--- config.mk ---
export PLATFORM = sky130hd
export DESIGN_NAME = serial_add
export DESIGN_NICKNAME = d
export VERILOG_FILES = /design/src/rtl/serial_add.sv
export SDC_FILE = /design/constraint.sdc
export NUM_CORES = 1
export LEC_CHECK = 0
export CAP_MARGIN = 20
export CORE_ASPECT_RATIO = 1.1
export CORE_MARGIN = 3
export CORE_UTILIZATION = 50
export CTS_BUF_LIST = sky130_fd_sc_hd__clkbuf_2
export CTS_CLUSTER_SIZE = 28
export DETAILED_ROUTE_END_ITERATION = 7
export DONT_BUFFER_PORTS = 1
export PLACE_DENSITY = 0.7
export SYNTH_ARGS = -nofsm -noshare
export SYNTH_HDL_FRONTEND = slang
export SYNTH_SLANG_ARGS = --single-unit
--- constraint.sdc ---
create_clock -name clk -period 3.5 [get_ports clk]
set_clock_uncertainty 0.2 [all_clocks]
set_input_delay 0.175 -clock clk [delete_from_list [all_inputs] [get_ports clk]]
set_output_delay 0.175 -clock clk [all_outputs]
set_load 0.02 [all_outputs]
--- src/rtl/serial_add.sv ---
// serial_add: bit-serial ripple adder, LSB first, one full-adder cell plus a
// carry flop. Start/busy/done handshake; results hold until the next completion.
module serial_add #(
    parameter int WIDTH = 8
) (
    input  logic             clk,
    input  logic             rst,
    input  logic             start,
    input  logic [WIDTH-1:0] a,
    input  logic [WIDTH-1:0] b,
    input  logic             c_in,
    output logic             busy,
    output logic             done,
    output logic [WIDTH-1:0] sum,
    output logic             c_out,
    output logic             ovf
);

    localparam int CW = $clog2(WIDTH) + 1;

    localparam logic [1:0] IDLE = 2'd0;
    localparam logic [1:0] RUN  = 2'd1;
    localparam logic [1:0] DONE = 2'd2;

    logic [1:0]       state;
    logic [WIDTH-1:0] shift_a, shift_b, shift_s;
    logic             carry, c_msb_in;
    logic [CW-1:0]    cnt;

    logic             fa_s, fa_co;
    logic [WIDTH-1:0] shift_s_nxt;
    logic             last_bit, msb_next;

    // Single full-adder cell on the current LSBs and the carry flop
    always_comb begin
        fa_s        = shift_a[0] ^ shift_b[0] ^ carry;
        fa_co       = (shift_a[0] & shift_b[0]) | (carry & (shift_a[0] ^ shift_b[0]));
        shift_s_nxt = {fa_s, shift_s[WIDTH-1:1]};
        last_bit    = (cnt == CW'(WIDTH - 1));
        msb_next    = (cnt == CW'(WIDTH - 2));
    end

    // Control FSM and datapath; start is only honoured from IDLE or DONE
    always_ff @(posedge clk or posedge rst) begin
        if (rst) begin
            state    <= IDLE;
            busy     <= 1'b0;
            done     <= 1'b0;
            sum      <= '0;
            c_out    <= 1'b0;
            ovf      <= 1'b0;
            shift_a  <= '0;
            shift_b  <= '0;
            shift_s  <= '0;
            carry    <= 1'b0;
            c_msb_in <= 1'b0;
            cnt      <= '0;
        end else begin
            case (state)
                RUN: begin
                    shift_a <= {1'b0, shift_a[WIDTH-1:1]};
                    shift_b <= {1'b0, shift_b[WIDTH-1:1]};
                    shift_s <= shift_s_nxt;
                    carry   <= fa_co;
                    cnt     <= cnt + CW'(1);
                    // carry produced by bit WIDTH-2 is the carry into the MSB
                    if (msb_next)
                        c_msb_in <= fa_co;
                    if (last_bit) begin
                        sum   <= shift_s_nxt;
                        c_out <= fa_co;
                        ovf   <= c_msb_in ^ fa_co;
                        state <= DONE;
                        busy  <= 1'b0;
                        done  <= 1'b1;
                    end
                end
                default: begin
                    // IDLE and DONE both accept a new operation
                    done <= 1'b0;
                    if (start) begin
                        shift_a <= a;
                        shift_b <= b;
                        carry   <= c_in;
                        cnt     <= '0;
                        state   <= RUN;
                        busy    <= 1'b1;
                    end else begin
                        state   <= IDLE;
                    end
                end
            endcase
        end
    end

endmodule

==> results of run 1 <==
==> layer usage <==
metal | share of wire | routed length (um)
met5 | 0 | 0
met4 | 0.0065 | 22
met3 | 0.051 | 170
met2 | 0.50 | 1660
met1 | 0.45 | 1500
==> per-stage QoR <==
stage	area (um2)	utilization
floorplan	1850	-
global placement	1860	0.539
detailed placement	1860	0.539
CTS	2080	0.605
global route	2150	0.624
finish	2150	0.624
==> cell type report <==
cell class,instances,area [um2],area share
repair buffers,24,270,0.126
well taps,48,60.1,0.0280
clock inverters,3,11.3,0.00524
inverters,2,7.51,0.00350
flip-flops and latches,42,1050,0.490
clock buffers,5,25.0,0.0117
multi-input cells,106,722,0.336
==> path summary, 6_finish.rpt <==
kind / startpoint / to / slack [ns]
hold reg to reg: shift_a[6] / shift_a[5] / 0.30
setup reg to reg: done / sum[5] / 1.43
min in group asynchronous: rst / sum[0] / 0.45
max in group asynchronous: rst / shift_b[4] / 2.00
setup / recovery: done / sum[5] / 1.43
hold / removal: b[7] / shift_b[7] / 0.29
==> flip-flops by register name, indices dropped and copies added (netlist names), 4 cells and up <==
register	flops
shift_a	8
cnt	4
shift_s	7
sum	8
shift_b	8
==> cell usage in the layout (no fill, tap or decap) <==
| cell type | Yosys | routed |
|---|---|---|
| mux2_1 | 3 | 3 |
| clkbuf_2 | 0 | 5 |
| nor2b_4 | 1 | 1 |
| nor2b_2 | 0 | 1 |
| dlygate4sd3_1 | 0 | 20 |
| a31oi_1 | 2 | 2 |
| and3_4 | 1 | 1 |
| ha_1 | 2 | 2 |
| nand3_1 | 2 | 2 |
| nand2b_1 | 3 | 3 |
| o21ai_1 | 5 | 5 |
| buf_16 | 0 | 2 |
| mux2_2 | 1 | 1 |
| buf_4 | 0 | 2 |
| dfrtp_1 | 42 | 42 |
| nand2_1 | 38 | 38 |
| a41oi_1 | 1 | 1 |
| mux2_4 | 7 | 7 |
| nor2_1 | 5 | 5 |
| clkinv_1 | 0 | 3 |
| xor2_1 | 1 | 1 |
| fa_1 | 1 | 1 |
| nand3b_1 | 1 | 1 |
| a21oi_1 | 2 | 2 |
| inv_1 | 2 | 2 |
| o21ai_0 | 12 | 12 |
| mux2i_1 | 17 | 17 |
==> cell families (layout without fill, tap and decap cells) <==
kind of cell    count (synthesis)  count (layout)  synth area share
buf+inv                        12              34            0.0413
xor+xnor                        1               1           0.00474
mux                            28              28             0.173
compound gates                 22              22            0.0630
fa+ha+maj                       3               3            0.0244
simple gates                   52              52             0.124
flops                          42              42             0.569
==> worst min-delay path: stages <==
cell	delay, ns
dlygate4sd3_1	0.53
mux2i_1	0.07
nor2_1	0.08
==> report_power, final <==
group | total [mW] | switching (mW) | internal, mW
clock network | 0.190 | 0.147 | 0.0427
logic | 0.559 | 0.299 | 0.260
registers | 0.914 | 0.222 | 0.691
==> flow_metrics.py, run 1 <==
metrics = {
    "run_status": {
        "outcome": "finished clean",
    },
    "placed_design": {
        "pre_cts_slack_ns": 1.43,
        "gp_congestion": 0.712,
        "place_inst": 200,
        "dp_hpwl_um": 2190,
        "io_buffers": 0,
    },
    "yosys": {
        "synth_most_common_cell": "dfrtp_1",
        "netlist_area_um2": 1850,
        "ys_seq_area_frac": 0.569,
        "syn-num-nets": 183,
        "synth_cells": 160,
        "synth_area_leader_cell": "dfrtp_1",
        "synth_area_leaders": "dfrtp_1 57%, mux2i_1 9.2%, nand2_1 7.7%, mux2_4 5.7%, o21ai_0 3.3%",
        "synth_async_sr_flop_share": 1.00,
        "ys_seq_elements": 42,
        "synth_top_area_frac": 0.569,
        "synthFlopType": "dfrtp_1",
        "ys_types": 26,
        "synthTopCellsByCount": "42 x dfrtp_1, 38 x nand2_1, 17 x mux2i_1, 12 x o21ai_0, 7 x mux2_4",
        "ys_warn_count": 0,
        "avgSynthCellArea_um2": 11.5,
        "synth_edf_count": 0,
    },
    "clock_tree": {
        "ctsHoldBuffers": 19,
        "clock-sinks": 42,
        "cts_made_buffers": 5,
        "post_cts_buffers": 0,
        "cts_tree": "yes",
        "clk_pin_slew_worst_paths_ns": 0.19,
        "cts_buffer_depth": 2,
        "htreeDepth": 2,
        "cts_root_buffer": "clkbuf_2",
        "worstSkewPairLatency_ns": 0.40,
        "post_cts_resized": 0,
    },
    "run": {
        "max-cap-violations": 0,
    },
    "critical_path": {
        "cp-end-kind": "flip-flop",
        "path_cells": "nor2b_2 > buf_4 > and3_4 > mux2_1",
        "cp-start-kind": "flip-flop",
        "critPathMaxFanout": 47,
        "critPathTopFamily": "simple AND/OR/NAND/NOR gates",
        "critPathKind": "reg -> reg",
        "cp.required_ns": 3.60,
        "cpPeakStageDelay_ns": 0.51,
        "slowest_stage": "dfrtp_1",
        "ff2ff_path_depth": 4,
        "worst-path-buf-inv": 1,
        "arrival_ns": 2.17,
        "cp.depth": 4,
    },
    "drt": {
        "via_per_inst": 5.06,
        "drt_iter0_drc": 65,
        "drt.antenna.violating_nets": 0,
        "firstDrtPassIters": 4,
        "routedWlPerCell_um": 14.6,
        "drc": 0,
        "num_vias": 1164,
        "drt_wl_total_um": 3360,
    },
    "timing": {
        "hold_viol": 0,
        "rsz0062_at_grt": "false",
        "maxSlewHeadroom": 0.710,
        "setup_slack_ns": 1.43,
        "worst_pin_slew_ns": 0.435,
        "setup_tns_ns": 0,
        "fmax_mhz": 482,
        "finalSetupViolations": 0,
        "post-route-min-period_ns": 2.07,
        "drv_slew": 0,
        "whs_ns": 0.293,
        "post-route-period-util": 0.592,
    },
    "cells_and_area": {
        "fin_cells": 230,
        "area_delta_synth_final_pct": 16.3,
        "diodes": 0,
        "nets": 204,
        "drive_gt1_frac": 0.110,
        "n_fill_cell": 290,
    },
    "global_routing": {
        "first_global_vias": 1207,
        "met3_usage": 0.0454,
        "track_usage": 0.167,
        "top_usage_layer": "met2",
        "antenna_found_initial": 0,
        "grt_max_degree": 48,
        "grt_pass1_wl_um": 5750,
        "use_met1": 0.217,
        "grt_use_met2": 0.251,
        "overflow": 0,
    },
    "hold_path": {
        "hp-class": "in -> reg",
        "min_delay_path_depth": 3,
    },
    "floorplan": {
        "dieArea_um2": 4460,
        "row_count": 22,
        "start_util": 0.537,
        "coreArea_um2": 3440,
        "die_height_um": 69.7,
        "ios": 32,
        "die_w_um": 63.9,
    },
    "pwr": {
        "pwr_density_cell_nw_per_um2": 774,
        "peakVddDrop_v": 0.000403,
        "leakage_nw": 1.05,
        "total_power_mw": 1.66,
    },
}
(Power assumes the default switching activity.)
==> inputs of run 2 (changes only) <==
PLACE_DENSITY = 0.73   (was 0.7)
clock period = 1.9 ns   (was 3.5 ns; I/O delays follow)
==> flow_metrics.py, run 2 (synthesis gave the netlist of run 1 again) <==
metrics = {
    "placed_design": {
        "pre_cts_slack_ns": 0.216,
        "io_buffers": 0,
        "place_inst": 201,
        "dp_hpwl_um": 2080,
        "gp_congestion": 0.748,
    },
    "pwr": {
        "total_power_mw": 3.09,
        "leakage_nw": 1.04,
        "p_clk_frac": 0.119,
        "p_comb_frac": 0.339,
        "swShare": 0.401,
        "power_frac_seq": 0.542,
        "switchingPower_mw": 1.24,
        "peakVddDrop_v": 0.000772,
        "pwr_density_cell_nw_per_um2": 1460,
        "p_int_mw": 1.85,
    },
    "timing": {
        "fmax_mhz": 594,
        "setup_tns_ns": 0,
        "post-route-period-util": 0.886,
        "drv_slew": 0,
        "rsz0062_at_grt": "false",
        "maxSlewHeadroom": 0.660,
        "worst_pin_slew_ns": 0.510,
        "finalSetupViolations": 0,
        "setup_slack_ns": 0.217,
        "hold_viol": 0,
        "post-route-min-period_ns": 1.68,
    },
    "critical_path": {
        "cp.required_ns": 2.04,
        "path_cells": "nor2b_2 > buf_4 > buf_4 > nor2_1 > nor2_1",
        "cp-end-kind": "flip-flop",
        "worst-path-buf-inv": 2,
        "critPathMaxFanout": 27,
        "critPathKind": "reg -> reg",
        "critPathTopFamily": "buffers and inverters",
        "cpPeakStageDelay_ns": 0.52,
        "slowest_stage": "dfrtp_1",
        "arrival_ns": 1.82,
        "cp-start-kind": "flip-flop",
    },
    "clock_tree": {
        "cts_made_buffers": 5,
        "clk_pin_slew_worst_paths_ns": 0.20,
        "clock-sinks": 42,
        "cts_buffer_depth": 2,
        "worstSkewPairLatency_ns": 0.39,
        "cts_tree": "yes",
        "cts_root_buffer": "clkbuf_2",
        "post_cts_buffers": 0,
        "htreeDepth": 2,
    },
    "global_routing": {
        "antenna_found_initial": 0,
        "track_usage": 0.162,
        "grt_max_degree": 43,
        "overflow": 0,
        "first_global_vias": 1226,
        "grt_pass1_wl_um": 5720,
    },
    "floorplan": {
        "die_w_um": 63.9,
        "dieArea_um2": 4460,
        "start_util": 0.537,
        "row_count": 22,
        "ios": 32,
        "die_height_um": 69.7,
        "coreArea_um2": 3440,
    },
    "hold_path": {
        "hp-class": "in -> async",
    },
    "cells_and_area": {
        "nets": 203,
        "area_delta_synth_final_pct": 14.8,
        "drive_gt1_frac": 0.122,
        "diodes": 0,
        "layout.cells.most_common": "dfrtp_1",
        "fin_cells": 229,
        "top_regs": "shift_a (8), shift_b (8), sum (8)",
        "final_cell_mix": "42 x dfrtp_1, 38 x nand2_1, 19 x dlygate4sd3_1, 17 x mux2i_1, 12 x o21ai_0",
        "final_util": 0.616,
    },
    "drt": {
        "num_vias": 1197,
        "drt_iter0_drc": 91,
        "via_per_inst": 5.23,
        "routedWlPerCell_um": 14.1,
        "drt.antenna.violating_nets": 0,
        "drc": 0,
        "drt_wl_total_um": 3240,
        "firstDrtPassIters": 4,
    },
    "run": {
        "max-cap-violations": 0,
    },
    "run_status": {
        "outcome": "finished clean",
    },
}
==> run 2: final timing paths <==
path / endpoint / slack [ns] / from / depth (start not counted)
setup reg to reg: state[0] / 0.22 / done / 5
max in group asynchronous: sum[6] / 1.12 / rst / 3
min in group clk: shift_b[7] / 0.19 / b[7] / 3
hold reg to reg: shift_s[1] / 0.31 / shift_s[1] / 2
hold / removal: sum[0] / 0.02 / rst / 3
setup / recovery: state[0] / 0.22 / done / 5
==> run 2: metrics by stage <==
stage	cell area [um2]	hold slack [ns]
after floorplan	1850	0.0513
after global placement	1860	-0.0613
after detailed placement	1860	-0.0540
after CTS	2090	0.0386
after global routing	2120	0.0733
final	2120	0.0239
==> run 2: tightest hold or removal path: stages <==
cell and delay (ns):
dlygate4sd3_1 0.53, inv_1 0.05, buf_4 0.42
==> run 2: area by class of cell <==
cell class                 count  area (um2)
clock buffer                   6        30.0
clock inverter                 2        8.76
tap                           48        60.1
inverter                       2        7.51
sequential                    42        1050
timing repair buffer          23         240
multi-input combinational    106         722
fill                         291        1320
==> run 2: routing by layer <==
layer,GRT usage,vias up,share of wire
met5,0,-,0
met4,0.0576,0,0.011
met3,0.0486,5,0.051
met2,0.264,32,0.49
met1,0.201,589,0.45
li1,-,571,-
==> run 2: power by group through the flow <==
| stage | Clock (mW) | Combinational, mW | Sequential (mW) |
|---|---|---|---|
| 2_1_floorplan | 0 | 0.880 | 1.62 |
| 3_3_place_gp | 0 | 0.960 | 1.67 |
| 3_5_place_dp | 0 | 1.01 | 1.70 |
| 4_1_cts | 0.376 | 1.05 | 1.68 |
| 5_1_grt | 0.417 | 1.21 | 1.73 |
| 6_report | 0.368 | 1.05 | 1.67 |
==> run 2: what timing repair did <==
item                                   in CTS  in global routing
endpoints found under the hold margin      65                  0
hold buffers                               19                  0
resized for setup                           0                  0
==> inputs of run 3 (changes only) <==
--- a/config.mk
+++ b/config.mk
@@ -14,4 +14,6 @@
 export DETAILED_ROUTE_END_ITERATION = 7
 export DONT_BUFFER_PORTS = 1
+export GPL_TIMING_DRIVEN = 0
+export MAX_ROUTING_LAYER = met4
 export PLACE_DENSITY = 0.73
 export SYNTH_ARGS = -nofsm -noshare
==> constraint.sdc (replaced) <==
create_clock -name clk -period 1.9 [get_ports clk]
set_clock_uncertainty 0.2 [all_clocks]
set_input_delay 0.095 -clock clk [delete_from_list [all_inputs] [get_ports clk]]
set_output_delay 0.095 -clock clk [all_outputs]
set_load 0.1 [all_outputs]
==> flow_metrics.py, run 3 (synthesis gave the netlist of run 1 again) <==
metrics = {
    "cells_and_area": {
        "drive_gt1_frac": 0.144,
        "fin_cells": 250,
        "top_regs": "shift_a (8), shift_b (8), sum (8)",
        "diodes": 0,
        "final_area_um2": 2300,
        "layout.cells.most_common": "dfrtp_1",
        "area_delta_synth_final_pct": 24.5,
        "nets": 224,
        "final_util": 0.668,
        "final_cell_mix": "41 x dfrtp_1, 38 x nand2_1, 34 x dlygate4sd3_1, 17 x mux2i_1, 12 x o21ai_0",
    },
    "placed_design": {
        "dp_hpwl_um": 2410,
        "place_area_um2": 1910,
        "gp_congestion": 0.748,
        "place_inst": 208,
        "io_buffers": 0,
    },
    "floorplan": {
        "row_count": 22,
        "ios": 32,
        "coreArea_um2": 3440,
        "die_w_um": 63.9,
        "dieArea_um2": 4460,
        "start_util": 0.537,
        "die_height_um": 69.7,
    },
    "drt": {
        "wl_met3_um": 187,
        "top_layer": "met4",
        "drt.antenna.violating_nets": 0,
        "num_vias": 1307,
        "drt_wl_total_um": 3770,
        "wl_met2_um": 1990,
        "firstDrtPassIters": 5,
        "drt_iter0_drc": 69,
        "wl_met1_um": 1550,
        "routedWlPerCell_um": 15.1,
        "drc": 0,
        "via_per_inst": 5.23,
    },
    "hold_path": {
        "hp-class": "in -> async",
    },
    "clock_tree": {
        "clock-sinks": 42,
        "cts_made_buffers": 5,
        "cts_buffer_depth": 2,
        "cts_root_buffer": "clkbuf_2",
        "htreeDepth": 2,
        "clk_pin_slew_worst_paths_ns": 0.21,
        "post_cts_buffers": 0,
        "worstSkewPairLatency_ns": 0.40,
        "cts_tree": "yes",
    },
    "pwr": {
        "leakage_nw": 1.11,
        "p_clk_frac": 0.095,
        "pwr_density_cell_nw_per_um2": 1710,
        "peakVddDrop_v": 0.000920,
        "total_power_mw": 3.94,
        "swShare": 0.497,
        "power_frac_seq": 0.587,
        "p_int_mw": 1.98,
        "switchingPower_mw": 1.96,
        "p_comb_frac": 0.318,
    },
    "run": {
        "max-cap-violations": 0,
    },
    "timing": {
        "whs_ns": 0.0937,
        "drv_slew": 0,
        "post-route-period-util": 0.970,
        "worst_pin_slew_ns": 0.918,
        "maxSlewHeadroom": 0.388,
        "fmax_mhz": 543,
        "post-route-min-period_ns": 1.84,
        "finalSetupViolations": 0,
        "rsz0062_at_grt": "false",
        "hold_viol": 0,
    },
    "run_status": {
        "outcome": "finished clean",
    },
    "critical_path": {
        "crit_end": "sum[3]",
        "slowest_stage": "dfrtp_4",
        "cp-end-kind": "flip-flop",
        "arrival_ns": 1.94,
        "r2r_end": "sum[3]",
        "timing.rr.start": "done",
        "cp.required_ns": 2.00,
        "critPathMaxFanout": 10,
        "ff2ff_path_depth": 5,
        "path_cells": "nor2b_4 > and3_4 > buf_6 > buf_12 > mux2_4",
        "rrSetupSlack_ns": 0.06,
        "worst-path-buf-inv": 2,
        "cpPeakStageDelay_ns": 0.67,
        "critPathTopFamily": "flip-flops",
        "cp-start-kind": "flip-flop",
        "cp.depth": 5,
        "crit_start": "done",
        "critPathKind": "reg -> reg",
    },
    "global_routing": {
        "first_global_vias": 1397,
        "grt_max_degree": 43,
        "overflow": 0,
        "grt_pass1_wl_um": 6430,
        "track_usage": 0.191,
        "antenna_found_initial": 0,
    },
}
## run 3: worst min path at each step
stage | cells after the start | slack [ns] | to
finish | 2 | 0.09 | c_msb_in
CTS | 2 | 0.11 | c_msb_in
global placement | 2 | 0.06 | shift_a[7]
detailed placement | 1 | -0.009 | sum[0]
floorplan | 2 | 0.05 | shift_a[7]
global route | 2 | 0.13 | c_msb_in
## run 3: power by group through the flow
stage | clock [mW] | sequential [mW] | combinational, mW
floorplan | 0 | 2.24 | 0.884
global placement | 0 | 2.29 | 1.03
detailed placement | 0 | 2.33 | 1.09
CTS | 0.382 | 2.31 | 1.24
global route | 0.422 | 2.36 | 1.42
finish | 0.374 | 2.31 | 1.25
## run 3: timing repair
action	CTS	global route
gates resized for setup	2	3
hold buffers	34	0
endpoints found under the hold margin	65	0
endpoints found under the setup margin	15	17
## run 3: final cells by class
type | instances | area, um2
buffer | 10 | 70.1
clock buffer | 6 | 30.0
clock inverter | 2 | 8.76
fill | 278 | 1140
inverter | 2 | 7.51
multi-input combinational | 106 | 727
sequential | 42 | 1050
tap | 48 | 60.1
timing repair buffer | 34 | 340
## run 3: stage by stage
step                      setup WS (ns)  TNS, ns
final                            0.0579        0
after global routing             0.0106        0
after CTS                        0.0302        0
after detailed placement        -0.0155  -0.0613
after global placement           0.0158        0
after floorplan                  0.0862        0
## run 3: metal layers
metal,vias to the layer above,track usage
met5,-,-
met4,0,0.0504
met3,6,0.0665
met2,33,0.325
met1,655,0.211
li1,613,-
